`src/rtl/mem_port_arbiter.sv`:
```
// Arbitrates one single-port memory between the fetch and load/store ports.
// One transaction in flight; data has priority, bounded by a streak limiter; watchdog aborts stuck requests.
module mem_port_arbiter #(
  parameter int MAX_D_STREAK = 4,
  parameter int TIMEOUT      = 64
) (
  input  logic        clk,
  input  logic        rst_n,
  input  logic        i_req,
  input  logic [31:0] i_addr,
  output logic        i_gnt,
  output logic        i_rvalid,
  output logic [31:0] i_rdata,
  input  logic        d_req,
  input  logic        d_we,
  input  logic [2:0]  d_funct3,
  input  logic [31:0] d_addr,
  input  logic [31:0] d_wdata,
  output logic        d_gnt,
  output logic        d_rvalid,
  output logic [31:0] d_rdata,
  output logic        m_req,
  output logic        m_we,
  output logic [2:0]  m_funct3,
  output logic [31:0] m_addr,
  output logic [31:0] m_wdata,
  input  logic        m_gnt,
  input  logic        m_rvalid,
  input  logic [31:0] m_rdata,
  output logic        err
);

  localparam int SW = ($clog2(MAX_D_STREAK + 1) < 3) ? 3 : $clog2(MAX_D_STREAK + 1);
  localparam int WW = $clog2(TIMEOUT);
  localparam logic [SW-1:0] STREAK_MAX = SW'(MAX_D_STREAK);
  localparam logic [WW-1:0] WDOG_LAST  = WW'(TIMEOUT - 1);

  typedef enum logic [1:0] {IDLE, BUSY_I, BUSY_D} state_t;

  state_t        state;
  logic [SW-1:0] streak;
  logic [WW-1:0] wdog;
  logic          d_win;
  logic          i_win;
  logic          expire;

  always_comb begin
    d_win  = d_req & ~(i_req & (streak == STREAK_MAX));
    i_win  = i_req & ~d_win;
    expire = (wdog == WDOG_LAST);
  end

  // Outputs are combinational (same-cycle grant and response pass-through) and gated to 0 in reset.
  always_comb begin
    i_gnt    = 1'b0;
    i_rvalid = 1'b0;
    i_rdata  = '0;
    d_gnt    = 1'b0;
    d_rvalid = 1'b0;
    d_rdata  = '0;
    m_req    = 1'b0;
    m_we     = 1'b0;
    m_funct3 = '0;
    m_addr   = '0;
    m_wdata  = '0;
    err      = 1'b0;
    if (rst_n) begin
      case (state)
        IDLE: begin
          m_req = i_req | d_req;
          if (d_win) begin
            m_we     = d_we;
            m_funct3 = d_funct3;
            m_addr   = d_addr;
            m_wdata  = d_wdata;
            d_gnt    = m_gnt;
          end else if (i_win) begin
            m_funct3 = 3'b010;
            m_addr   = i_addr;
            i_gnt    = m_gnt;
          end
        end
        BUSY_I: begin
          if (m_rvalid) begin
            i_rvalid = 1'b1;
            i_rdata  = m_rdata;
          end else if (expire) begin
            err = 1'b1;
          end
        end
        BUSY_D: begin
          if (m_rvalid) begin
            d_rvalid = 1'b1;
            d_rdata  = m_rdata;
          end else if (expire) begin
            err = 1'b1;
          end
        end
        default: ;
      endcase
    end
  end

  always_ff @(posedge clk) begin
    if (!rst_n) begin
      state  <= IDLE;
      streak <= '0;
      wdog   <= '0;
    end else begin
      case (state)
        IDLE: begin
          // Clearing here is equivalent to clearing on BUSY entry, since BUSY is only entered from IDLE.
          wdog <= '0;
          if (d_gnt) begin
            state <= BUSY_D;
            if (!i_req)
              streak <= '0;
            else if (streak != STREAK_MAX)
              streak <= streak + SW'(1);
          end else if (i_gnt) begin
            state  <= BUSY_I;
            streak <= '0;
          end
        end
        BUSY_I, BUSY_D: begin
          if (m_rvalid || expire)
            state <= IDLE;
          else
            wdog <= wdog + WW'(1);
        end
        default: state <= IDLE;
      endcase
    end
  end

endmodule
```
`config.mk`:
```
export PLATFORM = sky130hd
export DESIGN_NAME = mem_port_arbiter
export DESIGN_NICKNAME = d
export VERILOG_FILES = /design/src/rtl/mem_port_arbiter.sv
export SDC_FILE = /design/constraint.sdc
export NUM_CORES = 1
export LEC_CHECK = 0
export CORE_AREA = 3 3 107 109
export DETAILED_ROUTE_END_ITERATION = 10
export DIE_AREA = 0 0 110 112
export PLACE_DENSITY_LB_ADDON = 0.2
export SETUP_SLACK_MARGIN = 0.1
export SYNTH_ARGS = -nofsm -noshare
export SYNTH_HDL_FRONTEND = slang
export SYNTH_SLANG_ARGS = --single-unit
```
`constraint.sdc`:
```
create_clock -name clk -period 1.97 [get_ports clk]
set_clock_uncertainty 0.1 [all_clocks]
set_input_delay 0.4925 -clock clk [delete_from_list [all_inputs] [get_ports clk]]
set_output_delay 0.4925 -clock clk [all_outputs]
set_load 0.01 [all_outputs]
```
==> qor.yml <==
worst_pin_slew_ns: 0.285
synth_area_mm2: 0.00194
start_util: 0.181
synth-seq-area-share: 0.114
clock_sinks: 11
fin_nets: 776
ys_top_cells_by_count: "and2_1, nand2_1, and3_1"
synth-seq-cells: 11
cts_tree: "yes"
num-fill-cells: 998
cts_root_buf: "clkbuf_8"
drc: 0
ios: 276
cts-buffers-inserted: 3
arrival_ns: 1.64
p_leak_nw: 2.80
tns_ns: -20.74
wl_per_cell_um: 17.1
clk_latency_ns: 0.23
post-route-period-util: 1.13
drt-pass1-iter-count: 6
wl_um: 13200
hp-class: "reg -> reg"
htree_levels: 1
core.rowCount: 38
syn_nets: 455
overflow: 0
vias: 3463
status: "finished with violations"
avgViaCountPerCell: 4.49
power_mw: 1.37
setup_viol: 136
fin_ws_ns: -0.259
synthCells: 311
die_h_um: 112
critPathMaxStageDelay_ns: 0.32
dpl.hpwl_um: 9570
hold_violations: 0
async_reset_ff_frac: 0
critical_path_required_ns: 1.38
power.density_mw_per_mm2: 232
worst_setup_path_end_kind: "output port"
cts_hold_buf: 0
clock_path_buffers: 2
yosysMostFrequentCell: "and2_1"
synth_area_leaders: "and2_1, and3_1, dfxtp_1"
yosysUniqueCellTypes: 35
rsz0062_at_grt: "yes"
slew-limit-headroom: 0.810
critPathKind: "reg -> out"
drv_cap: 0
drt_iter0_drc: 175
timing.fmax_ghz: 0.449
antenna_left: 0
die_w_um: 110
grt_max_degree: 36
netlist.area_leader.share: 0.210
gp_congestion: 0.841
first_global_vias: 3323
synth_ff_type: "dfxtp_1"
syn-mean-instance-area_um2: 6.23
layout-drive-gt1-share: 0.561
syn2layout_area_growth_pct: 205
die_area_mm2: 0.0123
max-vdd-ir-drop_mv: 0.166
start_kind: "flip-flop"
placed_cell_area_mm2: 0.00524
fin_util: 0.553
grt_pass1_wl_um: 18600
fin_crit_ns: 2.23
clk_pin_slew_ns: 0.05
finalMaxSlewViolations: 0
critPathSlowestCell: "dfxtp_2"
antenna_found_initial: 1
synth_largest_area_cell: "and2_1"
cp_cell_sequence: "inv_2 -> ha_4 -> nand3_4 -> and2_4 -> buf_4 -> clkbuf_16 -> and3_1 -> buf_2"
failed_checks: "setup timing"
core_mm2: 0.0107
stdcell_area_mm2: 0.00592
synth_edf_count: 0
path_max_fanout: 8
port_buffers: 275
yosys_warnings: 0
grt_use_total: 0.190
==> where the power goes <==
group	total, mW	internal (mW)	switching [mW]
sequential	0.229	0.226	0.00274
clock	0.227	0.142	0.0852
combinational	0.914	0.546	0.368
total	1.37	0.914	0.456
==> kinds of logic (layout without fill, tap and decap cells) <==
| group | Yosys count | after routing | synth area share |
|---|---|---|---|
| adders and majority gates | 6 | 6 | 0.0387 |
| muxes | 3 | 3 | 0.0155 |
| and+or+nand+nor | 206 | 206 | 0.591 |
| xor gates and xnor gates | 1 | 1 | 0.00452 |
| AOI/OAI and AO/OA | 48 | 48 | 0.145 |
| other | 0 | 1 | 0 |
| DFF | 11 | 11 | 0.114 |
| buffers and inverters | 36 | 356 | 0.0917 |
==> sequential cells by signal, indices dropped and copies added, names as in the netlist <==
name,cells
streak,3
wdog,6
state,2
==> per-stage QoR <==
step,hold WS (ns),std cells,setup WS [ns]
3_5_place_dp,0.404,734,-0.870
4_1_cts,0.410,770,-0.275
5_1_grt,0.431,772,-0.327
6_report,0.407,772,-0.259
3_3_place_gp,0.388,734,-0.836
2_1_floorplan,0.351,311,0.0582
==> final timing paths <==
path | start | endpoint | slack (ns) | depth (start not counted)
max reg2reg | streak[0] | state[0] | 0.24 | 11
min reg2reg | wdog[4] | wdog[4] | 0.41 | 2
min | wdog[4] | wdog[4] | 0.41 | 2
max | streak[0] | m_funct3[2] | -0.26 | 8
==> cell type report <==
| class | count | area (µm²) | area share |
|---|---|---|---|
| repair buffers | 346 | 3410 | 0.577 |
| multi-input cells | 264 | 2030 | 0.343 |
| flip-flops and latches | 11 | 225 | 0.0381 |
| well taps | 140 | 175 | 0.0296 |
| clock buffers | 4 | 45.0 | 0.00761 |
| inverters | 6 | 25.0 | 0.00423 |
| diodes | 1 | 2.50 | 0.000423 |
==> critical path, delay by kind of cell (launching register included) <==
family,cells,cell delay (ns)
buffers and inverters,4,0.51
AND/OR/NAND/NOR,3,0.43
flip-flops,1,0.32
adder cells (fa/ha/maj),1,0.14
==> layer usage <==
layer	part of all wire	vias up	wire length [µm]	track usage
met2	0.55	130	7200	0.367
li1	-	1701	-	-
met3	0.078	14	1030	0.0359
met4	0.014	0	190	0.0382
met5	0	-	0	0
met1	0.36	1618	4790	0.209
==> cell usage in the layout (no fill, tap or decap), types with 2 or more instances in the layout <==
cell             synthesis  final
and3_4                   0      4
and2_4                   1     63
buf_6                    3     87
a21oi_2                  1     33
inv_1                    6      2
dfxtp_1                 11      7
inv_2                    0      3
o2111ai_1                2      2
ha_1                     6      2
dfxtp_2                  0      4
dlygate4sd2_1            0      3
nand2_4                  0      7
buf_8                    0      3
buf_16                   0      7
nor2b_1                  4      4
mux2i_1                  3      3
a2111o_1                 2      2
nand4_1                  2      2
a21oi_1                 36      2
nand3_1                 37     37
a21oi_4                  0      2
clkbuf_8                 0      3
and2_1                  65      3
o21a_1                   2      2
clkdlybuf4s50_1          0    132
nand2_2                  1     10
buf_4                    1     35
nand2_1                 44     27
buf_12                   0     11
and3_1                  39     35
ha_4                     0      4
buf_2                   13     66
nor2_1                   4      2
==> what timing repair did <==
| item | CTS | global route |
|---|---|---|
| setup endpoints to repair | 142 | 141 |
| cloned | 11 | 1 |
| buffers inserted | 21 | 7 |
| endpoints found under the hold margin | 0 | 0 |
| pin swaps | 49 | 37 |
| gates resized for setup | 688 | 106 |
(Power assumes the default switching activity.)
